### config.mk
export PLATFORM = sky130hd
export DESIGN_NAME = phyreg_freelist
export DESIGN_NICKNAME = d
export VERILOG_FILES = /design/src/rtl/phyreg_freelist.sv
export SDC_FILE = /design/constraint.sdc
export NUM_CORES = 1
export LEC_CHECK = 0
export BUFFER_PORTS_ARGS = -buffer_cell sky130_fd_sc_hd__buf_2
export CORE_MARGIN = 5
export CORE_UTILIZATION = 30
export DETAILED_ROUTE_END_ITERATION = 8
export PLACE_DENSITY = 0.54
export SYNTH_ARGS = -nofsm -noshare
export SYNTH_HDL_FRONTEND = slang
export SYNTH_SLANG_ARGS = --single-unit
### constraint.sdc
create_clock -name clk -period 16.4 [get_ports clk]
set_input_delay 1.64 -clock clk [delete_from_list [all_inputs] [get_ports clk]]
set_output_delay 1.64 -clock clk [all_outputs]
set_load 0.03 [all_outputs]
### src/rtl/phyreg_freelist.sv
// Physical register free list: circular FIFO of tags, self-filled after reset, show-ahead alloc_tag.
// alloc_ack is same-cycle combinational; a release into a full list is dropped and flagged sticky.
module phyreg_freelist #(
   parameter int LOG_RF_DEPTH = 32,
   parameter int PHY_RF_DEPTH = 128,
   localparam int FL_DEPTH    = PHY_RF_DEPTH - LOG_RF_DEPTH,
   localparam int TW          = $clog2(PHY_RF_DEPTH),
   localparam int CW          = $clog2(FL_DEPTH + 1)
) (
   input  logic          clk,
   input  logic          rst,
   input  logic          alloc_req,
   output logic          alloc_ack,
   output logic [TW-1:0] alloc_tag,
   input  logic          rel_valid,
   input  logic [TW-1:0] rel_tag,
   output logic [CW-1:0] free_count,
   output logic          empty,
   output logic          init_done,
   output logic          err_overflow
);

   localparam int PW = (FL_DEPTH > 1) ? $clog2(FL_DEPTH) : 1;
   localparam logic [PW-1:0] PTR_LAST = PW'(FL_DEPTH - 1);
   localparam logic [CW-1:0] CNT_FULL = CW'(FL_DEPTH);
   localparam logic [TW-1:0] TAG_BASE = TW'(LOG_RF_DEPTH);

   typedef enum logic {INIT, RUN} state_t;

   state_t        state, state_nxt;
   logic [TW-1:0] mem [FL_DEPTH];
   logic [PW-1:0] rd_ptr, wr_ptr;
   logic [CW-1:0] count;

   logic          wr_en;
   logic [TW-1:0] wr_dat;
   logic          rel_accept;
   logic          rel_drop;

   function automatic logic [PW-1:0] ptr_inc(input logic [PW-1:0] p);
      return (p == PTR_LAST) ? '0 : p + 1'b1;
   endfunction

   always_ff @(posedge clk) begin
      if (!rst) state <= INIT;
      else      state <= state_nxt;
   end

   always_comb begin
      state_nxt  = state;
      alloc_ack  = 1'b0;
      rel_accept = 1'b0;
      rel_drop   = 1'b0;
      wr_en      = 1'b0;
      wr_dat     = rel_tag;
      case (state)
         INIT: begin
            // wr_ptr doubles as the fill index: entry i holds tag LOG_RF_DEPTH+i
            wr_en  = 1'b1;
            wr_dat = TAG_BASE + TW'(wr_ptr);
            if (wr_ptr == PTR_LAST) state_nxt = RUN;
         end
         RUN: begin
            alloc_ack  = alloc_req && (count != '0);
            rel_accept = rel_valid && (count != CNT_FULL);
            rel_drop   = rel_valid && (count == CNT_FULL);
            wr_en      = rel_accept;
         end
         default: state_nxt = INIT;
      endcase
   end

   always_ff @(posedge clk) begin
      if (wr_en) mem[wr_ptr] <= wr_dat;
   end

   always_ff @(posedge clk) begin
      if (!rst) begin
         rd_ptr       <= '0;
         wr_ptr       <= '0;
         count        <= '0;
         err_overflow <= 1'b0;
      end else begin
         if (wr_en)     wr_ptr <= ptr_inc(wr_ptr);
         if (alloc_ack) rd_ptr <= ptr_inc(rd_ptr);
         case ({wr_en, alloc_ack})
            2'b10:   count <= count + 1'b1;
            2'b01:   count <= count - 1'b1;
            default: count <= count;
         endcase
         if (rel_drop) err_overflow <= 1'b1;
      end
   end

   // No bypass: a release into an empty list only shows up on the following cycle.
   assign alloc_tag  = mem[rd_ptr];
   assign free_count = count;
   assign empty      = (count == '0);
   assign init_done  = (state == RUN);

endmodule

### After elaboration in Yosys (flattened, before gate mapping)

Memory sizes are Yosys's and may differ from the RTL's. A register that Yosys moved wholly into a read port is not among the register bits.
Index checks and enable logic that the tools add are counted.

| cells by class | value |
|---|---|
| add/sub/neg operators | 5 |
| multiply operators | 0 |
| div/mod/pow operators | 0 |
| order comparisons | 0 |
| equal/unequal tests | 6 |
| shifts and indexed selects | 0 |
| muxes and demuxes | 13 |
| bitwise logic cells | 1 |
| reduce and logical (&&, ||, !) cells | 6 |

Operators by type and width:

| cell | count |
|---|---|
| $mux 7 | 5 |
| $add 7x1->7 const B | 3 |
| $eq 7x7->1 const B | 3 |
| $pmux 7 s2 | 1 |
| $add 6x7->7 const A | 1 |
| $logic_not 7->1 | 1 |
| $ne 7x7->1 const B | 1 |
| $reduce_bool 7->1 | 1 |
| $sub 7x1->7 const B | 1 |
| $mux 1 | 6 |
| $logic_and 1x1->1 | 3 |
| $eq 2x1->1 const B | 1 |
| $eq 2x2->1 const B | 1 |
| $pmux 1 s2 | 1 |
| $reduce_bool 2->1 | 1 |
| $not 1->1 | 1 |

| storage, ports and cells | value |
|---|---|
| register bits | 23 |
| latch bits | 0 |
| RAM bits | 672 |
| memory bits (read-only) | 0 |
| bits of input ports | 11 |
| output and inout port bits | 18 |
| logic and storage cells | 37 |
| memories kept | 1 |

Memory list:

| memory | depth | width | read ports | clocked after Yosys merged registers in | write ports | line | text |
|---|---|---|---|---|---|---|---|
| mem | 96 | 7 | 1 | 1 | 1 | 31 | `logic [TW-1:0] mem [FL_DEPTH];` |

### Longest topological paths before layout

| logic depth | value |
|---|---|
| depth after elaboration | 5 |
| mapped depth | 15 |
| depth with buffers taken out | 13 |

### Worst setup path before layout

OpenSTA, ideal clock, no wires.

| timing path | value |
|---|---|
| path type | flip-flop to flip-flop |
| start | register state, in the netlist init_done |
| end | memory mem[0][5] (netlist name), data pin |
| setup time | 950 ps |
| data arrival time | 4484 ps |
| required time | 15450 ps |
| setup slack | 10966 ps |
| cell stages (with the launch flop) | 3 |
| path buffers | 1 |
| period minus slack after synthesis | 5434 ps |
| cell sequence | dfxtp_1 > buf_1 > o21ai_0 |

| on the way | value |
|---|---|
| word-level cells in the longest chain between the ends | 1 |

Ends and longest elaborated chain:

| item | line | text |
|---|---|---|
| start, declared | 30 | `state_t state, state_nxt;` |
| start signal, assigned | 46 | `else state <= state_nxt;` |
| $mux 7 | 56 | `case (state)` |
| via wr_dat[5] | 36 | `logic [TW-1:0] wr_dat;` |
| end, declared | 31 |  |

The timed path passes the listed nets, and every way through them passes these cells.

==> impl_metrics.toml <==
[sta]
rsz0062_at_grt = "no"
worst_pin_slew_ns = 1.133
slew_headroom = 0.2423
hold_violations = 0
whs_ns = 0.4992
slew_violations = 0
tns_ns = 0
fmax_mhz = 161.9
min_period_ns = 6.176
fin_skew_ns = 0.02144
fin_crit_sh = 0.3766
final-setup-viol-count = 0

[routing]
drt_iter0_drc = 1285
wl_per_cell_microns = 24.24
viasPerCell = 4.972
drc_errors = 0
dr.pass1.iters = 5
vias = 13634
postRouteAntennaNets = 0
routed_wl_mm = 66.47

[clock_network]
clk_pin_slew_ns = 0.06
cts_setup_buffers = 0
clk_latency_ns = 0.60
ctsResizeCount = 0
clk_path_buf_depth = 3
holdBufCountCts = 0
cts_buffers = 75
cts_root_buffer = "clkbuf_16"
cts_tree = "done"
htreeDepth = 3
clock_sinks = 702

[grt]
grtUsageMet3 = 0.02767
grt_pass1_vias = 14093
grt_max_degree = 97
overflow = 0
grt_pass1_wl_mm = 98.65
grt_most_used_layer = "met2"
track_usage = 0.1339
use_met1 = 0.1888
use_met2 = 0.2138
antenna_found_initial = 0

[setup_path]
cp_data_required_time_ns = 14.76
arrival_ns = 4.54
crit_buf_inv = 3
critPathKind = "flip-flop to output port"
cp-end-kind = "output port"
path_common_cell = "buf_4"
r2r_slack_ns = 12.46
r2r-start = "free_count[2]$_SDFFE_PN0P_"
startpoint_type = "flip-flop"
worst-r2r-cell-count = 13
cpPeakStageDelay_ns = 0.76
slowest_stage = "buf_4"
r2r-end = "free_count[4]$_SDFFE_PN0P_"
cpLargestDelayFamily = "buffers and inverters"
cp_cell_sequence = "buf_4 -> buf_4 -> mux4_2 -> a22o_1 -> a221oi_1 -> o21ai_0 -> a211o_1 -> buf_2"
cp_max_fo = 52

[synthesis]
synth.most_common_cell = "edfxtp_1"
synth_edf_count = 672
synth.largest_area_cell = "edfxtp_1"
synthCells = 1399
synth_area_leaders = "edfxtp_1 72%, mux4_2 14%, dfxtp_1 2.2%"
syn_nets = 1418
yosys.cell_types.count = 58
synth_seq_cells = 702
synth_common_cells = "672 x edfxtp_1, 172 x mux4_2, 119 x nor2_1"
avgSynthCellArea_sq_um = 19.91
yosysWarnings = 0
yosys.area.top_type_share = 0.7246
synth_ff_type = "edfxtp_1"
ys_seq_area_frac = 0.7461
synth_area_sq_mm = 0.02785
async_flop_share = 0

[die]
core-area_sq_mm = 0.09194
die_height_microns = 314.7
io_pins = 29
rows = 111
dieArea_sq_mm = 0.09903
initial_core_util = 0.3029
die_w_microns = 314.7

[pwr]
powerDensity_mw_per_mm2 = 116.1
irDropWorstVdd_v = 0.00008484
p_leak_nw = 9.413
finalPower_mw = 3.668

[outcome]
status = "completed"

[hold_path]
hp-start = "err_overflow$_SDFFE_PN0P_"
hold_path_class = "flip-flop to flip-flop"
hold_depth = 2
min_to = "err_overflow$_SDFFE_PN0P_"

[layout]
drive_gt1_frac = 0.2315
fillers = 8629
area_growth_pct = 13.46
finalNetCount = 1460
diodes = 0

[place]
globalplace.congestion = 0.7594
place_hpwl_mm = 39.07
io_buffer_count = 28

[job]
maxCapViolCount = 0
worst register-to-register path: cells and delay by family, from the launching register on:
family,cells,cell delay (ns)
and+or+nand+nor,4,0.92
xor gates and xnor gates,2,0.35
buffers and inverters,1,0.23
DFF,1,0.49
adders and majority gates,2,0.66
AOI/OAI and AO/OA,4,1.21
cell type report:
class                      count  area [sq um]  area share
multi-input combinational    613          6595      0.2087
clock inverter                41         352.8     0.01117
clock buffer                  94          2012     0.06367
inverter                       5         18.77   0.0005939
timing repair buffer          44         272.8    0.008632
tap                         1243          1555     0.04922
sequential                   702         20790      0.6580
registers in the layout, indices dropped and copies added, names as in the netlist, named ones only:
register / cells
mem: 672
free_count: 7
rd_ptr: 7
wr_ptr: 7
err_overflow: 1
init_done: 1
through the flow:
step           worst slack, ns  area [sq um]  instances    util
2_1_floorplan            10.97         27850       1399       -
3_3_place_gp             10.74         29230       2607  0.3180
3_5_place_dp             10.73         29230       2607  0.3180
4_1_cts                  10.07         31600       2742  0.3437
5_1_grt                  9.959         31600       2742  0.3437
6_report                 10.22         31600       2742  0.3437
worst max path at each step:
| stage | start | depth (start not counted) | endpoint | slack, ns |
|---|---|---|---|---|
| after global placement | flip-flop | 8 | alloc_tag[4] | 10.74 |
| after floorplan | init_done$_SDFF_PN0_ | 2 | mem[0][5]$_DFFE_PP_ | 10.97 |
| after global routing | flip-flop | 8 | alloc_tag[4] | 9.96 |
| after CTS | flip-flop | 8 | alloc_tag[4] | 10.07 |
| after detailed placement | flip-flop | 8 | alloc_tag[4] | 10.73 |
| final | flip-flop | 8 | alloc_tag[4] | 10.22 |
where the power goes:
part           switching [mW]  total [mW]  internal [mW]  leakage [nW]
combinational          0.0503      0.0634         0.0130          1.88
sequential            0.00468        1.97           1.96          6.37
clock                   0.676        1.64          0.963          1.16
layout by cell type (no fill, tap or decap), types with 19 or more instances in the layout:
| cell type | instances |
|---|---|
| nand2_1 | 40 |
| dfxtp_1 | 26 |
| nor2_1 | 119 |
| buf_2 | 28 |
| mux4_2 | 172 |
| nor2b_1 | 19 |
| clkbuf_16 | 78 |
| mux2i_1 | 24 |
| nor3_1 | 22 |
| edfxtp_1 | 672 |
cells by family after synthesis:
logic type / after synthesis / share of synthesized area
XOR/XNOR: 17 / 0.005346
AO/OA/AOI/OAI: 110 / 0.02691
flip-flops: 702 / 0.7461
buffers and inverters: 84 / 0.01842
multiplexers: 213 / 0.1551
adder cells (fa/ha/maj): 8 / 0.003594
AND/OR/NAND/NOR: 265 / 0.04448
routing by layer:
metal	vias to the layer above	share of wire	routed length, microns
met3	94	0.054	3603
met2	386	0.48	31860
met4	0	0.022	1494
li1	5815	-	-
met1	7339	0.44	29510
met5	-	0	0
No activity file was read; power rests on OpenSTA's default activity.
